==> src/rtl/axi2ahb_rd_ctrl_if.sv <==
// Bus bundle between the AHB read-burst sequencer and its environment:
// AXI read command handshake, AHB address/control signals and read-data FIFO tagging.
interface axi2ahb_rd_ctrl_if #(
  parameter int ADDR_BITS = 32,
  parameter int ID_BITS   = 4
);
  logic                 cmd_valid;
  logic                 cmd_ready;
  logic [ADDR_BITS-1:0] cmd_addr;
  logic [3:0]           cmd_len;
  logic [1:0]           cmd_size;
  logic [ID_BITS-1:0]   cmd_id_in;
  logic                 cmd_err_in;

  logic [ADDR_BITS-1:0] HADDR;
  logic [1:0]           HTRANS;
  logic [2:0]           HSIZE;
  logic [2:0]           HBURST;
  logic                 HWRITE;
  logic                 HREADY;

  logic                 rdata_phase;
  logic                 data_last;
  logic [ID_BITS-1:0]   cmd_id;
  logic                 cmd_err;
  logic                 rdata_ready;

  // The sequencer is the AHB master; the environment (command queue, AHB slave, FIFO) is the slave side.
  modport master (
    input  cmd_valid, cmd_addr, cmd_len, cmd_size, cmd_id_in, cmd_err_in, HREADY, rdata_ready,
    output cmd_ready, HADDR, HTRANS, HSIZE, HBURST, HWRITE, rdata_phase, data_last, cmd_id, cmd_err
  );

  modport slave (
    output cmd_valid, cmd_addr, cmd_len, cmd_size, cmd_id_in, cmd_err_in, HREADY, rdata_ready,
    input  cmd_ready, HADDR, HTRANS, HSIZE, HBURST, HWRITE, rdata_phase, data_last, cmd_id, cmd_err
  );
endinterface

==> src/rtl/axi2ahb_rd_ctrl.sv <==
// AHB read-burst sequencer: turns AXI read commands into INCR address phases and tags
// the resulting data phases for the read data FIFO; errored commands complete locally.
module axi2ahb_rd_ctrl #(
  parameter int ADDR_BITS = 32,
  parameter int ID_BITS   = 4
) (
  input logic              clk,
  input logic              reset,
  axi2ahb_rd_ctrl_if.master bus
);

  localparam logic [1:0] TR_IDLE   = 2'b00;
  localparam logic [1:0] TR_NONSEQ = 2'b10;
  localparam logic [1:0] TR_SEQ    = 2'b11;

  typedef enum logic [1:0] {IDLE, ADDR, ERR} state_t;

  state_t               state;
  logic [3:0]           beat_cnt;
  logic [3:0]           len_q;
  logic [ID_BITS-1:0]   id_q;
  logic                 last_beat;
  logic                 addr_done;
  logic                 accept;
  logic                 err_go;
  logic [ADDR_BITS-1:0] next_addr;

  assign last_beat = (beat_cnt == len_q);
  assign addr_done = (state == ADDR) && (bus.HTRANS != TR_IDLE) && bus.HREADY;
  assign bus.cmd_ready = bus.rdata_ready &&
                         ((state == IDLE) || ((state == ADDR) && last_beat && bus.HREADY));
  assign accept    = bus.cmd_valid && bus.cmd_ready;
  // A local error beat must not overwrite an AHB data phase still stretched by wait states.
  assign err_go    = !(bus.rdata_phase && !bus.cmd_err && !bus.HREADY);
  assign next_addr = bus.HADDR + (ADDR_BITS'(1) << bus.HSIZE[1:0]);

  assign bus.HBURST = 3'b001;
  assign bus.HWRITE = 1'b0;

  always_ff @(posedge clk or posedge reset) begin
    if (reset) begin
      state           <= IDLE;
      beat_cnt        <= 4'd0;
      len_q           <= 4'd0;
      id_q            <= '0;
      bus.HADDR       <= '0;
      bus.HTRANS      <= TR_IDLE;
      bus.HSIZE       <= 3'b000;
      bus.rdata_phase <= 1'b0;
      bus.data_last   <= 1'b0;
      bus.cmd_id      <= '0;
      bus.cmd_err     <= 1'b0;
    end else begin
      // Data-phase pipeline register: loaded by a completed address phase or an error beat.
      if (addr_done) begin
        bus.rdata_phase <= 1'b1;
        bus.data_last   <= last_beat;
        bus.cmd_id      <= id_q;
        bus.cmd_err     <= 1'b0;
      end else if ((state == ERR) && err_go) begin
        bus.rdata_phase <= 1'b1;
        bus.data_last   <= last_beat;
        bus.cmd_id      <= id_q;
        bus.cmd_err     <= 1'b1;
      end else if (bus.rdata_phase && (bus.cmd_err || bus.HREADY)) begin
        bus.rdata_phase <= 1'b0;
        bus.data_last   <= 1'b0;
      end

      if (accept) begin
        len_q    <= bus.cmd_len;
        id_q     <= bus.cmd_id_in;
        beat_cnt <= 4'd0;
        if (bus.cmd_err_in) begin
          state      <= ERR;
          bus.HTRANS <= TR_IDLE;
        end else begin
          state      <= ADDR;
          bus.HTRANS <= TR_NONSEQ;
          bus.HADDR  <= bus.cmd_addr;
          bus.HSIZE  <= {1'b0, bus.cmd_size};
        end
      end else begin
        case (state)
          ADDR: begin
            if (bus.HREADY) begin
              if (last_beat) begin
                state      <= IDLE;
                bus.HTRANS <= TR_IDLE;
              end else begin
                beat_cnt   <= beat_cnt + 4'd1;
                bus.HADDR  <= next_addr;
                // Crossing a 1KB boundary restarts the burst with NONSEQ.
                bus.HTRANS <= (next_addr[9:0] == 10'd0) ? TR_NONSEQ : TR_SEQ;
              end
            end
          end
          ERR: begin
            if (err_go) begin
              if (last_beat) state <= IDLE;
              else beat_cnt <= beat_cnt + 4'd1;
            end
          end
          default: ;
        endcase
      end
    end
  end

endmodule
==> src/flat_wrapper.sv <==
// flat-port wrapper written by rule: the top's interface ports become plain ports
module axi2ahb_rd_ctrl_flat 
#(
  parameter int ADDR_BITS = 32,
  parameter int ID_BITS   = 4
)
  (clk, reset, bus_cmd_valid, bus_cmd_addr, bus_cmd_len, bus_cmd_size, bus_cmd_id_in, bus_cmd_err_in, bus_HREADY, bus_rdata_ready, bus_cmd_ready, bus_HADDR, bus_HTRANS, bus_HSIZE, bus_HBURST, bus_HWRITE, bus_rdata_phase, bus_data_last, bus_cmd_id, bus_cmd_err);
  axi2ahb_rd_ctrl_if #(.ADDR_BITS(ADDR_BITS), .ID_BITS(ID_BITS)) bus_i ();
  input logic clk;
  input logic reset;
  input wire logic [$bits(bus_i.cmd_valid)-1:0] bus_cmd_valid;
  input wire logic [$bits(bus_i.cmd_addr)-1:0] bus_cmd_addr;
  input wire logic [$bits(bus_i.cmd_len)-1:0] bus_cmd_len;
  input wire logic [$bits(bus_i.cmd_size)-1:0] bus_cmd_size;
  input wire logic [$bits(bus_i.cmd_id_in)-1:0] bus_cmd_id_in;
  input wire logic [$bits(bus_i.cmd_err_in)-1:0] bus_cmd_err_in;
  input wire logic [$bits(bus_i.HREADY)-1:0] bus_HREADY;
  input wire logic [$bits(bus_i.rdata_ready)-1:0] bus_rdata_ready;
  output wire logic [$bits(bus_i.cmd_ready)-1:0] bus_cmd_ready;
  output wire logic [$bits(bus_i.HADDR)-1:0] bus_HADDR;
  output wire logic [$bits(bus_i.HTRANS)-1:0] bus_HTRANS;
  output wire logic [$bits(bus_i.HSIZE)-1:0] bus_HSIZE;
  output wire logic [$bits(bus_i.HBURST)-1:0] bus_HBURST;
  output wire logic [$bits(bus_i.HWRITE)-1:0] bus_HWRITE;
  output wire logic [$bits(bus_i.rdata_phase)-1:0] bus_rdata_phase;
  output wire logic [$bits(bus_i.data_last)-1:0] bus_data_last;
  output wire logic [$bits(bus_i.cmd_id)-1:0] bus_cmd_id;
  output wire logic [$bits(bus_i.cmd_err)-1:0] bus_cmd_err;
  assign bus_i.cmd_valid = bus_cmd_valid;
  assign bus_i.cmd_addr = bus_cmd_addr;
  assign bus_i.cmd_len = bus_cmd_len;
  assign bus_i.cmd_size = bus_cmd_size;
  assign bus_i.cmd_id_in = bus_cmd_id_in;
  assign bus_i.cmd_err_in = bus_cmd_err_in;
  assign bus_i.HREADY = bus_HREADY;
  assign bus_i.rdata_ready = bus_rdata_ready;
  assign bus_cmd_ready = bus_i.cmd_ready;
  assign bus_HADDR = bus_i.HADDR;
  assign bus_HTRANS = bus_i.HTRANS;
  assign bus_HSIZE = bus_i.HSIZE;
  assign bus_HBURST = bus_i.HBURST;
  assign bus_HWRITE = bus_i.HWRITE;
  assign bus_rdata_phase = bus_i.rdata_phase;
  assign bus_data_last = bus_i.data_last;
  assign bus_cmd_id = bus_i.cmd_id;
  assign bus_cmd_err = bus_i.cmd_err;
  axi2ahb_rd_ctrl #(.ADDR_BITS(ADDR_BITS), .ID_BITS(ID_BITS)) u_core (.clk(clk), .reset(reset), .bus(bus_i));
endmodule
==> config.mk <==
export PLATFORM = sky130hd
export DESIGN_NAME = axi2ahb_rd_ctrl_flat
export DESIGN_NICKNAME = d
export VERILOG_FILES = /design/src/rtl/axi2ahb_rd_ctrl_if.sv /design/src/rtl/axi2ahb_rd_ctrl.sv /design/src/flat_wrapper.sv
export SDC_FILE = /design/constraint.sdc
export NUM_CORES = 1
export LEC_CHECK = 0
export CAP_MARGIN = 20
export CORE_ASPECT_RATIO = 0.5
export CORE_MARGIN = 4
export CORE_UTILIZATION = 30
export DETAILED_ROUTE_END_ITERATION = 6
export PLACE_DENSITY_LB_ADDON = 0.3
export SLEW_MARGIN = 25
export SYNTH_ARGS = -nofsm -noshare
export SYNTH_HDL_FRONTEND = slang
export SYNTH_SLANG_ARGS = --single-unit
==> constraint.sdc <==
create_clock -name clk -period 2.6 [get_ports clk]
set_input_delay 0.39 -clock clk [delete_from_list [all_inputs] [get_ports clk]]
set_output_delay 0.39 -clock clk [all_outputs]
set_load 0.03 [all_outputs]
* After elaboration in Yosys (flattened, before gate mapping)
Index checks and enable logic that the tools add are counted.
Storage, ports and cells: register bits 57, input bits 48, output and inout bits 49, word-level logic and storage cells 80
Operators by class: add/sub/neg operators 2, equality and inequality tests 7, shift-type cells 1, multiplexer cells 31, bitwise gates (word level) 1, reductions and logical operators 27
Operators with widths (number):
- $mux W32 | 5
- $add A32 B32 Y32 | 1
- $shl A1 B2 Y32 const A | 1
- $mux W4 | 6
- $mux W2 | 10
- $logic_and A1 B1 Y1 | 10
- $logic_not A10 Y1 | 1
- $mux W1 | 8
- $pmux W4 S2 | 1
- $reduce_bool A2 Y1 | 4
- $ne A3 B2 Y1 const B | 2
- $reduce_bool A3 Y1 | 2
- $add A4 B1 Y4 const B | 1
- $eq A4 B4 Y1 | 1
- $ne A2 B2 Y1 const B | 2
- $pmux W2 S2 | 1
- $reduce_and A2 Y1 | 2
- $reduce_and A4 Y1 | 1
- $logic_not A1 Y1 | 3
- $reduce_and A3 Y1 | 1
- $eq A2 B1 Y1 const B | 1
- $eq A2 B2 Y1 const B | 1
- $logic_not A2 Y1 | 1
- $logic_or A1 B1 Y1 | 2
- $not A1 Y1 | 1

* Depth between registers and ports, before layout
Gate-level depths: netlist of the first run.
depth in word-level cells 8, mapped depth 9, depth with buffers taken out 8

* Least setup slack after synthesis of the first run
Ideal clock, no wire load.
path kind flip-flop to flip-flop, start point reg u_core.bus.HSIZE[1], end point reg u_core.bus.HADDR[31], setup time 0.120 ns, arrival time 2.334 ns, required time 2.480 ns, slack 0.146 ns, stages on the path, launching flop included 8, clock period less this slack 2.454 ns, cells stage by stage dfrtp_1 and2_1 ha_1 nand3_1 o22ai_1 nand4b_1 or4b_1 o211a_1
On the way: longest elaborated chain between the ends 6
RTL lines:
- start: declaration | RTL line axi2ahb_rd_ctrl_if.sv:31 | output cmd_ready, HADDR, HTRANS, HSIZE, HBURST, HWRITE, rdata_phase, data_last, cmd_id, cmd_err
- start signal: assignment | RTL line axi2ahb_rd_ctrl.sv:81 | bus.HSIZE <= {1'b0, bus.cmd_size};
- $shl A1 B2 Y32 | RTL line axi2ahb_rd_ctrl.sv:35 | assign next_addr = bus.HADDR + (ADDR_BITS'(1) << bus.HSIZE[1:0]);
- $add A32 B32 Y32 | RTL line axi2ahb_rd_ctrl.sv:35
- $mux W32 | RTL line axi2ahb_rd_ctrl.sv:87 | if (last_beat) begin
- $mux W32 | RTL line axi2ahb_rd_ctrl.sv:86 | if (bus.HREADY) begin
- $mux W32 | RTL line axi2ahb_rd_ctrl.sv:84 | case (state)
- $mux W32 | RTL line axi2ahb_rd_ctrl.sv:70 | if (accept) begin
- end signal: assignment | RTL line axi2ahb_rd_ctrl.sv:80 | bus.HADDR <= bus.cmd_addr;
- end signal: assignment | RTL line axi2ahb_rd_ctrl.sv:92 | bus.HADDR <= next_addr;
- end: declaration | RTL line axi2ahb_rd_ctrl_if.sv:31
Every way passes these cells. The select of a mux whose other input is x is not followed. A chain may end at the register's enable or synchronous reset.

* Final worst setup path of the first run
start point reg u_core.bus.HSIZE[0], end point reg u_core.bus.HTRANS[0]
On the way: longest elaborated chain between the ends 8
RTL lines:
- $shl A1 B2 Y32 | RTL line axi2ahb_rd_ctrl.sv:35
- $add A32 B32 Y32 | RTL line axi2ahb_rd_ctrl.sv:35
- $logic_not A10 Y1 | RTL line axi2ahb_rd_ctrl.sv:94 | bus.HTRANS <= (next_addr[9:0] == 10'd0) ? TR_NONSEQ : TR_SEQ;
- $mux W1 | RTL line axi2ahb_rd_ctrl.sv:94
- $mux W2 | RTL line axi2ahb_rd_ctrl.sv:87
- $mux W2 | RTL line axi2ahb_rd_ctrl.sv:86
- $mux W2 | RTL line axi2ahb_rd_ctrl.sv:84
- $mux W2 | RTL line axi2ahb_rd_ctrl.sv:70
- end signal: assignment | RTL line axi2ahb_rd_ctrl.sv:94
- end: declaration | RTL line axi2ahb_rd_ctrl_if.sv:31
Every way passes these cells. The select of a mux whose other input is x is not followed.

==> results of run 1 <==
-- registers in the layout, indices dropped and copies added (netlist names) --
register and cells:
u_core.beat_cnt 4, u_core.bus.HADDR 32, u_core.bus.HSIZE 2, u_core.bus.HTRANS 2, u_core.bus.cmd_err 1, u_core.bus.cmd_id 4, u_core.bus.data_last 1, u_core.bus.rdata_phase 1
u_core.id_q 4, u_core.len_q 4, u_core.state 2
-- worst min path at each step --
stage | endpoint | slack, ps | cells after the start
after floorplan | u_core.id_q[0] | 440 | 2
after global placement | u_core.id_q[1] | 460 | 2
after detailed placement | u_core.id_q[1] | 470 | 2
after CTS | u_core.id_q[1] | 480 | 2
after global routing | u_core.id_q[2] | 500 | 2
final | u_core.id_q[2] | 480 | 2
-- logic make-up (layout without fill, tap and decap cells) --
kind of cell,after synthesis,count (layout),share of synthesized area
muxes,34,34,0.09543
DFF,57,57,0.3831
buffers and inverters,44,146,0.06519
AOI/OAI and AO/OA,93,93,0.1717
xor gates and xnor gates,12,12,0.02823
other,2,5,0.002017
adders and majority gates,9,9,0.03226
and+or+nand+nor,159,159,0.2221
-- cells in the final DEF, fill, tap and decap left out, drive strengths merged, types with 11 or more instances in the layout --
master and instances:
a21oi 22, buf 29, clkbuf 11, clkdlybuf4s50 90, dfrtp 57, inv 11
mux2 12, mux2i 22, nand2 50, nand3 20, nand4 20, nor2 22
nor3 11, o21ai 14
-- power by group through the flow --
stage / Clock [W] / Combinational (W) / Sequential, W
after floorplan: 0 / 0.00172 / 0.00219
after global placement: 0 / 0.00344 / 0.00174
after detailed placement: 0 / 0.00348 / 0.00174
after CTS: 0.00113 / 0.00349 / 0.00174
after global routing: 0.00118 / 0.00377 / 0.00180
final: 0.00110 / 0.00346 / 0.00173
-- per-layer routing --
layer	track usage	up-vias	wire (µm)
li1	-	1715	-
met1	0.2137	1631	5276
met2	0.2459	84	4962
met3	0.04751	10	535
met4	0.03967	0	110
met5	0	-	0
-- area by class of cell --
| type | instances | area share |
|---|---|---|
| Multi-Input combinational cell | 312 | 0.4003 |
| Inverter | 11 | 0.007954 |
| Tap cell | 165 | 0.03977 |
| Timing Repair Buffer | 119 | 0.2227 |
| Sequential cell | 57 | 0.2748 |
| Clock inverter | 5 | 0.005785 |
| Clock buffer | 11 | 0.04869 |
-- per-stage QoR --
stage | area [µm²] | power, W | hold slack (ps) | setup slack, ps
after floorplan | 3735 | 0.003910 | 441.7 | 145.5
after global placement | 4908 | 0.005182 | 456.9 | 217.5
after detailed placement | 4908 | 0.005224 | 471.5 | 138.9
after CTS | 5191 | 0.006353 | 484.9 | 233.9
after global routing | 5191 | 0.006753 | 497.4 | 9.131
final | 5191 | 0.006294 | 477.1 | 241.9
-- worst register-to-register path: stages (launching register included) --
cell and delay (ps):
dfrtp_1 420, nor2_1 70, ha_1 210, fa_1 420, a211o_1 340, and2_1 330
a31oi_1 230, o21ai_0 120, a31oi_1 140
==> impl_metrics.ini, run 1 <==
[outcome]
status = completed

[worst_setup_path]
r2r_slack_ps = 240
worstPathMaxFanout = 12
end_kind = flip-flop
path_class = flip-flop to flip-flop
r2r_end = u_core.bus.HTRANS[0]
rr_worst_depth = 8
path_depth = 8
cp_num_buf_inv = 0
arrival_ps = 2610
cp_cell_sequence = nor2_1, ha_1, fa_1, a211o_1, and2_1, a31oi_1, o21ai_0, a31oi_1
crit_slowest_cell = dfrtp_1
endpoint = u_core.bus.HTRANS[0]
max_stage_delay_ps = 420
critPathLaunch = u_core.bus.HSIZE[0]
critPathRequiredTime_ps = 2850
r2r_start = u_core.bus.HSIZE[0]
cp_common_cell = a31oi_1
critPathLaunchType = flip-flop
critical_path.top_delay_family = compound AO/OA/AOI/OAI gates

[detailed_routing]
drc = 0
routed-via-count = 3440
wl_per_cell_um = 16.01
viasPerCell = 5.059
drt_first_pass_iters = 5
drt-initial-drc-count = 182
finalWirelength_um = 10880
ant_nets = 0

[sta]
hold_viol = 0
min_period_over_period = 0.9069
relSlewSlack = 0.5242
tightest_slew_ps = 712.7
grt_setup_unrepaired = false
finalSetupViolCount = 0
skew_ps = 7.636
tns_ps = 0
maxSlewViolCount = 0
max_freq_mhz = 424.1
min_period_ps = 2358

[cells_and_area]
syn_to_final_growth_pct = 39.42
drive_gt1_frac = 0.1282
n_fill_cell = 1199
multi_input_area_um2 = 2078
antenna_cells = 0
final_core_util = 0.4333
nets = 567
seqCellArea_um2 = 1426
final_cells = 680

[power]
power_frac_clock = 0.176
swShare = 0.4481
cell_internal_pwr_w = 0.003474
p_per_area_nw_per_um2 = 1212
p_leak_nw = 2.207
switchingPower_w = 0.002821
p_seq_frac = 0.275
irDropWorstVdd_uv = 450.4
combPwrFrac = 0.549

[synth]
post-synth-top-count-cell = dfrtp_1
synth_area_leader_cell = dfrtp_1
yosysWarnings = 0
synth_cell_types = 56
synthTopCellsByArea = dfrtp_1, mux2i_1, nand2_1
synth-seq-area-share = 0.3831
syn_avg_cell_area_um2 = 9.082
synth.top_cell.area_share = 0.3831
synthCells = 410
postSynth.asyncResetShare = 1.000
ys_ff_latch = 57
synth_common_cells = dfrtp_1, nand2_1, a21oi_1, mux2i_1, nor2_1
mappedNetlistArea_um2 = 3724
synth_edf_count = 0
ys.flop_type = dfrtp_1

[floorplan]
die_height_um = 86.78
io_pins = 97
die_area_um2 = 14370
core_um2 = 11980
initial_utilization = 0.3108
core.rowCount = 28
die_w_um = 165.6

[cts]
cts_setup_buffers = 0
tritoncts = done
clkSinkCount = 57
max-clock-path-buffers = 2
cts_root_buf = clkbuf_16
cts_made_buffers = 9
clock_latency_ps = 330
cts.hold.buffers_added = 0
cts_resized = 0
htreeDepth = 3
clkTransAtPathRegs_ps = 50

[placement]
dp_hpwl_um = 8215
io_buffers = 91
place_congestion = 0.7958
dp_cells = 664

[grt]
grt_pass1_wl_um = 17710
grt_max_degree = 35
grt_use_total = 0.1571
gr-total-overflow = 0
antenna_found_initial = 0
grt_pass1_vias = 3367

[min_path]
hold_path.class = flip-flop to flip-flop
min_from = u_core.id_q[2]

[job]
drv_cap = 0
Note: power is estimated with default switching activity, not from simulation.
==> inputs of run 2 (changes only) <==
--- a/config.mk
+++ b/config.mk
@@ -5,10 +5,11 @@
 export SDC_FILE = /design/constraint.sdc
 export NUM_CORES = 1
 export LEC_CHECK = 0
+export ABC_CLOCK_PERIOD_IN_PS = 2600
 export CAP_MARGIN = 20
 export CORE_ASPECT_RATIO = 0.5
-export CORE_MARGIN = 4
-export CORE_UTILIZATION = 30
+export CORE_MARGIN = 2
+export CORE_UTILIZATION = 50
 export DETAILED_ROUTE_END_ITERATION = 6
 export PLACE_DENSITY_LB_ADDON = 0.3
 export SLEW_MARGIN = 25
==> run 2 against run 1 <==
  * Core utilization rose by 26 points
  * Setup slack lost 37 ps
  * Routed wire length is 8.5% lower
  * Critical path type unchanged
  * Critical endpoint is now u_core.bus.HADDR[11]
==> impl_metrics.ini, run 2 (synthesized netlist as in run 1, its figures left out) <==
[worst_setup_path]
cp_common_cell = o22a_1
path_class = flip-flop to flip-flop
end_kind = flip-flop
worstPathMaxFanout = 9
r2r_end = u_core.bus.HADDR[11]
critPathLaunchType = flip-flop
endpoint = u_core.bus.HADDR[11]
arrival_ps = 2610
max_stage_delay_ps = 420
r2r_slack_ps = 200
r2r_start = u_core.bus.HSIZE[1]
path_depth = 7
cp_num_buf_inv = 0
cp_cell_sequence = and2_1, ha_1, nand3_1, o22a_1, or3_1, mux2_2, o22a_1
crit_slowest_cell = dfrtp_1
critPathRequiredTime_ps = 2810
critical_path.top_delay_family = simple AND/OR/NAND/NOR gates
rr_worst_depth = 7
critPathLaunch = u_core.bus.HSIZE[1]

[cells_and_area]
mostFrequentLayoutCell = clkdlybuf4s50_1
multi_input_area_um2 = 2078
seqCellArea_um2 = 1426
antenna_cells = 0
n_fill_cell = 577
largest_reg_flops = 32
largest-register = u_core.bus.HADDR
syn_to_final_growth_pct = 36.12
nets = 563
drive_gt1_frac = 0.1155
layout_common_cells = clkdlybuf4s50_1, dfrtp_1, nand2_1

[detailed_routing]
finalWirelength_um = 9960
ant_nets = 0
routed-via-count = 3470
wl_per_cell_um = 16.41
drt-initial-drc-count = 343
viasPerCell = 5.717
drc = 0
drt_first_pass_iters = 4

[grt]
antenna_found_initial = 0
grt_pass1_wl_um = 16790
grt_use_total = 0.2580
grt_pass1_vias = 3380
grt_max_degree = 58
gr-total-overflow = 0

[cts]
cts_root_buf = clkbuf_16
htreeDepth = 3
clkSinkCount = 57
tritoncts = done
cts.hold.buffers_added = 0
cts_made_buffers = 9
max-clock-path-buffers = 2
cts_setup_buffers = 0
clock_latency_ps = 330
clkTransAtPathRegs_ps = 50
cts_resized = 1

[floorplan]
die_height_um = 65.02
die_w_um = 126.0
core.rowCount = 22
io_pins = 97
initial_utilization = 0.5124
core_um2 = 7267
die_area_um2 = 8195

[power]
power.total_w = 0.006246
irDropWorstVdd_uv = 524.2
p_leak_nw = 2.187
p_per_area_nw_per_um2 = 1232

[min_path]
hold_path.class = input port to asynchronous set/reset pin

[placement]
io_buffers = 91
preCtsSetupSlack_ps = 161.7
dp_hpwl_um = 6955
place_congestion = 0.8508

[sta]
min_period_over_period = 0.9212
layout_setup_ws_ps = 204.9
skew_ps = 5.320
tns_ps = 0
finalSetupViolCount = 0
maxSlewViolCount = 0
grt_setup_unrepaired = false
min_period_ps = 2395
hold_viol = 0
max_freq_mhz = 417.5

[job]
drv_cap = 0

[outcome]
status = completed
==> run 2: changes by cell type in the layout (fill, tap and decap cells not counted) <==
cell           before  now
clkinvlp_4          2    0
clkbuf_1            0    2
buf_4              26   21
dlygate4sd2_1       0    1
==> run 2: worst reg2reg max path: stages (launching register included) <==
cell	delay [ps]
dfrtp_1	420
and2_1	180
ha_1	360
nand3_1	120
o22a_1	350
or3_1	410
mux2_2	260
o22a_1	190
==> run 2: per-stage QoR <==
step | hold WS (ps) | std cells | instance area, µm² | utilization
after detailed placement | 465.4 | 591 | 4795 | 0.6598
final | 447.3 | 607 | 5069 | 0.6975
after CTS | 454.7 | 607 | 5069 | 0.6975
after global placement | 455.9 | 591 | 4795 | 0.6598
after global routing | 470.6 | 607 | 5069 | 0.6975
after floorplan | 441.7 | 413 | 3735 | -
==> run 2: how the worst min path moves through the flow <==
stage                   startpoint                   end  slack [ps]  cells past startpoint
global route                 reset        u_core.id_q[0]         470                      3
CTS                          reset    u_core.beat_cnt[2]         450                      3
detailed placement  u_core.id_q[0]        u_core.id_q[0]         470                      2
finish                       reset  u_core.bus.HADDR[11]         450                      3
global placement    u_core.id_q[2]        u_core.id_q[2]         460                      2
floorplan           u_core.id_q[0]        u_core.id_q[0]         440                      2
==> run 2: where the power goes <==
part	leakage [nW]	internal [W]	switching [W]
combinational	1.36	0.00148	0.00196
sequential	0.690	0.00128	0.000444
clock	0.139	0.000690	0.000391
==> run 2: final cells by class <==
cell class	instances	share of cell area
clock inverters	3	0.002962
flip-flops and latches	57	0.2814
repair buffers	115	0.2224
well taps	96	0.02370
inverters	11	0.008146
multi-input cells	312	0.4100
clock buffers	13	0.05135
==> run 2: layer usage <==
layer	GRT usage	up-vias	wire [µm]
li1	-	1701	-
met1	0.3532	1655	4800
met2	0.4160	106	4454
met3	0.05202	8	602
met4	0.08104	0	103
met5	0	-	0
